==> config.mk <==
export PLATFORM = sky130hd
export DESIGN_NAME = ysyx_25020047_ifu_seq
export DESIGN_NICKNAME = d
export VERILOG_FILES = /design/src/rtl/ysyx_25020047_pkg.sv /design/src/rtl/ysyx_25020047_watchdog.sv /design/src/rtl/ysyx_25020047_ifu_seq.sv
export SDC_FILE = /design/constraint.sdc
export NUM_CORES = 1
export LEC_CHECK = 0
export ABC_AREA = 1
export CAP_MARGIN = 25
export CORE_MARGIN = 10
export CORE_UTILIZATION = 39
export CTS_CLUSTER_DIAMETER = 100
export CTS_CLUSTER_SIZE = 24
export DETAILED_ROUTE_END_ITERATION = 8
export PLACE_DENSITY = 0.85
export SYNTH_ARGS = -nofsm -noshare
export SYNTH_HDL_FRONTEND = slang
export SYNTH_HIERARCHICAL = 1
export SYNTH_SLANG_ARGS = --single-unit
==> constraint.sdc <==
create_clock -name clk -period 1.55 [get_ports clk]
set_clock_uncertainty 0.1 [all_clocks]
set_input_delay 0.155 -clock clk [delete_from_list [all_inputs] [get_ports clk]]
set_output_delay 0.155 -clock clk [all_outputs]
set_load 0.005 [all_outputs]
==> src/rtl/ysyx_25020047_pkg.sv <==
// Shared definitions for the sequential instruction fetch unit.
package ysyx_25020047_pkg;

    localparam int          INST_W           = 32;
    localparam logic [31:0] RESET_PC_DEFAULT = 32'h8000_0000;

    typedef enum logic [2:0] {
        REQ,
        WAIT,
        HOLD,
        EXEC,
        ERR
    } ifu_state_e;

    // A committed next PC is usable only when it lands on a word boundary.
    function automatic logic is_word_aligned(input logic [31:0] addr);
        return addr[1:0] == 2'b00;
    endfunction

endpackage

==> src/rtl/ysyx_25020047_watchdog.sv <==
// Response watchdog: counts cycles spent waiting for instruction memory
// and flags expiry once the count reaches TIMEOUT-1.
module ysyx_25020047_watchdog #(
    parameter int TIMEOUT = 255,
    parameter int CNT_W   = 8
) (
    input  logic clk,
    input  logic rst,
    input  logic clear,
    input  logic enable,
    output logic expired
);

    logic [CNT_W-1:0] count;

    // Clear has priority over counting so a fresh request always starts at zero.
    always_ff @(posedge clk) begin
        if (rst || clear) begin
            count <= '0;
        end else if (enable) begin
            count <= count + CNT_W'(1);
        end
    end

    assign expired = (count == CNT_W'(TIMEOUT - 1));

endmodule

==> src/rtl/ysyx_25020047_ifu_seq.sv <==
// Multi-cycle instruction fetch unit for the non-pipelined core: requests
// one instruction, hands it to IDU, then waits for the writeback commit.
module ysyx_25020047_ifu_seq
    import ysyx_25020047_pkg::*;
#(
    parameter logic [31:0] RESET_PC = RESET_PC_DEFAULT,
    parameter int          TIMEOUT  = 255,
    parameter int          CNT_W    = 8
) (
    input  logic              clk,
    input  logic              rst,
    output logic              imem_req_valid,
    input  logic              imem_req_ready,
    output logic [31:0]       imem_addr,
    input  logic              imem_rsp_valid,
    input  logic [INST_W-1:0] imem_rsp_data,
    output logic              inst_valid,
    input  logic              inst_ready,
    output logic [INST_W-1:0] inst,
    output logic [31:0]       pc,
    output logic [31:0]       snpc,
    input  logic              wb_valid,
    input  logic [31:0]       wb_dnpc,
    output logic              fetch_err,
    output logic [31:0]       fetch_cnt
);

    ifu_state_e state;
    ifu_state_e next_state;
    logic       wd_clear;
    logic       wd_enable;
    logic       wd_expired;

    assign wd_clear  = (state == REQ) && imem_req_valid && imem_req_ready;
    assign wd_enable = (state == WAIT);

    ysyx_25020047_watchdog #(
        .TIMEOUT (TIMEOUT),
        .CNT_W   (CNT_W)
    ) u_watchdog (
        .clk     (clk),
        .rst     (rst),
        .clear   (wd_clear),
        .enable  (wd_enable),
        .expired (wd_expired)
    );

    // Next-state selection; a response in WAIT wins over a simultaneous timeout.
    always_comb begin
        next_state = state;
        case (state)
            REQ: begin
                if (imem_req_valid && imem_req_ready) begin
                    next_state = WAIT;
                end
            end
            WAIT: begin
                if (imem_rsp_valid) begin
                    next_state = HOLD;
                end else if (wd_expired) begin
                    next_state = ERR;
                end
            end
            HOLD: begin
                if (inst_valid && inst_ready) begin
                    next_state = EXEC;
                end
            end
            EXEC: begin
                if (wb_valid) begin
                    next_state = is_word_aligned(wb_dnpc) ? REQ : ERR;
                end
            end
            ERR: begin
                next_state = ERR;
            end
            default: begin
                next_state = ERR;
            end
        endcase
    end

    // State, registered handshake/error outputs and the fetch datapath.
    always_ff @(posedge clk) begin
        if (rst) begin
            state          <= REQ;
            imem_req_valid <= 1'b1;
            inst_valid     <= 1'b0;
            fetch_err      <= 1'b0;
            pc             <= RESET_PC;
            inst           <= '0;
            fetch_cnt      <= '0;
        end else begin
            state          <= next_state;
            imem_req_valid <= (next_state == REQ);
            inst_valid     <= (next_state == HOLD);
            fetch_err      <= (next_state == ERR);
            if ((state == WAIT) && imem_rsp_valid) begin
                inst <= imem_rsp_data;
            end
            if ((state == HOLD) && inst_valid && inst_ready) begin
                fetch_cnt <= fetch_cnt + 32'd1;
            end
            if ((state == EXEC) && wb_valid && is_word_aligned(wb_dnpc)) begin
                pc <= wb_dnpc;
            end
        end
    end

    assign imem_addr = pc;
    assign snpc      = pc + 32'd4;

endmodule

==> run_results.csv <==
group,metric,value,unit
floorplanning,rows,44,
timing,hold_slack,0.2677,ns
layout,n_antenna_cell,0,
timing,rsz0062_at_grt,"true",
yosys,yosys.area_share.adder,0.008737,
drt,drt_iter0_drc,605,
clocking,numCtsBuffers,9,
min_path,worst_hold_path.endpoint,"imem_addr[31]",
yosys,synth_most_common_cell,"nand2_1",
worst_setup_path,critPathKind,"flop to primary output",
timing,period_needed,2.241,ns
clocking,clock-sinks,110,
power_and_ir_drop,p_per_area,590.1,nW/µm²
worst_setup_path,reg2reg_from,"state[2]",
yosys,ys_ff_latch,110,
clocking,clkTransAtPathRegs,0.09,ns
layout,fin_nets,1236,
timing,fin_setup_tns,-13.65,ns
yosys,synth_fp_nets,896,
min_path,hp-class,"input port to flop",
timing,finalWorstSetupSlack,-0.6907,ns
drt,drcViolationCount,0,
placed_design,hpwl,17300,µm
timing,slew_violations,0,
yosys,synth_compound_area_frac,0.1000,
yosys,synth.distinct_cells,35,
layout,postLayoutCoreUtil,0.6984,
grt,gr-total-overflow,0,
power_and_ir_drop,power.leakage,4.682,nW
worst_setup_path,crit_arrival,1.99,ns
floorplanning,die_y,141.2,µm
worst_setup_path,critPathMaxStageDelay,0.39,ns
yosys,netlist_area,5728,µm²
yosys,yosysSeqAreaShare,0.3844,
clocking,cts_root_buffer,"clkbuf_16",
clocking,insertion_delay,0.36,ns
drt,first_pass_iters,6,
floorplanning,io_pins,233,
timing,max_freq,446.3,MHz
run_status,failed_checks,"negative setup slack",
floorplanning,die_area,19930,µm²
clocking,ctsHtreeMaxLevel,3,
worst_setup_path,r2r_end,"imem_addr[17]",
clocking,clock_path_buffers,2,
yosys,synth.avg_cell_area,6.968,µm²
yosys,yosys-mux-area-fraction,0,
power_and_ir_drop,peakVddDrop,0.0008359,V
drt,ant_nets,0,
yosys,yosysTopAreaCell,"dfxtp_1",
worst_setup_path,rr_worst_depth,9,
floorplanning,core_area,14480,µm²
grt,grt_pass1_wl,37490,µm
yosys,synth_top_area_frac,0.3844,
layout,fillers,1043,
yosys,synthTopCellsByCount,"nand2_1 (166), nor2_1 (146), dfxtp_1 (110), a21oi_1 (61), nand3_1 (60)",
drt,finalWirelength,26040,µm
timing,slew_headroom,0.7388,
placed_design,io_buffers,232,
worst_setup_path,crit_fanout,3,
grt,grt_pass1_vias,7109,
yosys,synth_simple_gate_area_frac,0.3595,
flow_run,cap_violations,0,
worst_setup_path,crit_buf_inv,3,
drt,vias,7212,
clocking,cts_tree,"built",
min_path,min_from,"wb_dnpc[31]",
layout,regArea,2335,µm²
yosys,synth-xor-area-share,0.04128,
worst_setup_path,required,1.29,ns
worst_setup_path,crit_path_start_kind,"flop",
grt,antenna_found_initial,0,
yosys,yosysWarnings,6,
worst_setup_path,r2r_slack,-0.06,ns
timing,tightest_slew,0.3897,ns
yosys,ys_top_cells_by_area,"dfxtp_1 (38%), nand2_1 (11%), nor2_1 (9.6%), a21oi_1 (5.3%), nand3_1 (5.2%)",
placed_design,place_congestion,0.9336,
run_status,status,"complete, but fails checks",
worst_setup_path,path_cells,"inv_4 -> nor3_4 -> buf_6 -> nand4_4 -> nor2_2 -> xor2_1 -> buf_2",
yosys,postSynthCellCount,822,
drt,wl_per_cell,19.28,µm
floorplanning,die_w,141.2,µm
floorplanning,start_util,0.3956,
timing,setup_viol_count_final,34,
worst_setup_path,crit_path_end_kind,"primary output",
timing,hold_violations,0,
timing,finalCritPeriodShare,1.446,
worst_setup_path,critPathTopFamily,"simple AND/OR/NAND/NOR gates",
worst_setup_path,slowest_stage,"dfxtp_4",
drt,via_per_inst,5.338,
power_and_ir_drop,finalPower,5.967,mW
yosys,synth_edf_count,0,
yosys,synth_top_family_by_area,"simple AND/OR/NAND/NOR gates",
grt,grt.total_usage,0.2295,
yosys,async_flop_share,0,
min_path,hold_depth,3,
yosys,synth_flop_cell,"dfxtp_1",
grt,grt_max_degree,41,
layout,drive_above_1_share,0.3539,
layout,multi_input_area,3495,µm²
layout,syn2layout_area_growth,76.54,%
[power breakdown]
group	internal [mW]	total (mW)	switching (mW)
Clock	1.15	2.37	1.22
Combinational	0.388	0.710	0.321
Sequential	2.85	2.88	0.0366
Total	4.38	5.97	1.58
[final cells by class]
class	instances	area share
multi-input combinational	589	0.3456
inverter	62	0.02475
clock buffer	9	0.02227
tap	184	0.02277
timing repair buffer	390	0.3466
clock inverter	7	0.007176
sequential	110	0.2309
[sequential cells by signal, indices dropped and copies added, names as in the netlist]
| name | flops |
|---|---|
| fetch_err | 1 |
| imem_addr | 32 |
| inst | 32 |
| u_watchdog/count | 8 |
| imem_req_valid | 1 |
| fetch_cnt | 32 |
| state | 3 |
| inst_valid | 1 |
[worst max-delay path by stage]
stage | cells after the start | startpoint | to
after floorplan | 10 | fetch_cnt[1] | fetch_cnt[18]
after global placement | 7 | imem_addr[4] | snpc[25]
after detailed placement | 7 | imem_addr[3] | snpc[20]
after CTS | 8 | imem_addr[3] | snpc[20]
after global routing | 8 | imem_addr[3] | snpc[20]
final | 7 | imem_addr[9] | snpc[21]
[tightest hold or removal path, stage by stage]
cell and delay [ns]:
clkdlybuf4s50_1 0.40, nand2_1 0.07, nand3_1 0.06
[what timing repair did]
item / in CTS / in global routing
buffers inserted: 29 / 16
pin swaps: 48 / 58
setup endpoints to repair: 129 / 112
hold buffers: 0 / 0
resized for setup: 350 / 121
[cell families (layout without fill, tap and decap cells)]
| group | Yosys count | after routing |
|---|---|---|
| AO/OA/AOI/OAI | 112 | 112 |
| buffers and inverters | 123 | 468 |
| flip-flops | 110 | 110 |
| adder cells (fa/ha/maj) | 4 | 4 |
| AND/OR/NAND/NOR | 446 | 446 |
| XOR/XNOR | 27 | 27 |
[metrics by stage]
stage	worst slack, ns	area (µm²)	instances
5_1_grt	-0.6732	10110	1351
4_1_cts	-0.5949	9649	1342
2_1_floorplan	0.03663	5743	822
6_report	-0.6907	10110	1351
3_5_place_dp	-0.5471	8910	1297
3_3_place_gp	-0.4467	8910	1297
[metal layers]
metal | track usage | up-vias | share of wire
li1 | - | 3300 | -
met1 | 0.2483 | 3353 | 0.36
met2 | 0.4018 | 453 | 0.50
met3 | 0.06584 | 106 | 0.094
met4 | 0.1092 | 0 | 0.043
met5 | 0 | - | 0
[cells in the final DEF, fill, tap and decap left out, types with 3 or more instances in the layout]
cell             synthesis  layout
o21ai_2                  1       4
inv_4                    0       5
nor2_4                   9      29
nand2_2                  5      24
inv_1                   55      46
nor2_2                   8      22
clkbuf_16                0       9
nand3_2                  4       3
o21ai_0                 43      39
dfxtp_1                110      48
dfxtp_4                  0      22
dfxtp_2                  0      40
nand4_1                 20      20
buf_4                   35     120
nor3_4                   1       7
nand2_4                  4      14
nand3_1                 60      56
xor2_1                  19      12
xor2_2                   0       7
buf_6                    0      31
buf_2                   11      29
inv_8                    0       3
dlymetal6s2s_1           0       6
inv_2                    7      10
nor3_1                  11       3
xnor2_2                  0       4
nor2_1                 146     112
buf_12                   0       8
clkdlybuf4s50_1          0     124
a21oi_1                 61      61
a31oi_1                  3       3
nand3_4                  1       6
xnor2_1                  8       4
dlygate4sd2_1            0      70
nor3_2                   4       6
o21ai_1                  2       3
nand2_1                166     137
No activity file was read; power rests on OpenSTA's default activity.
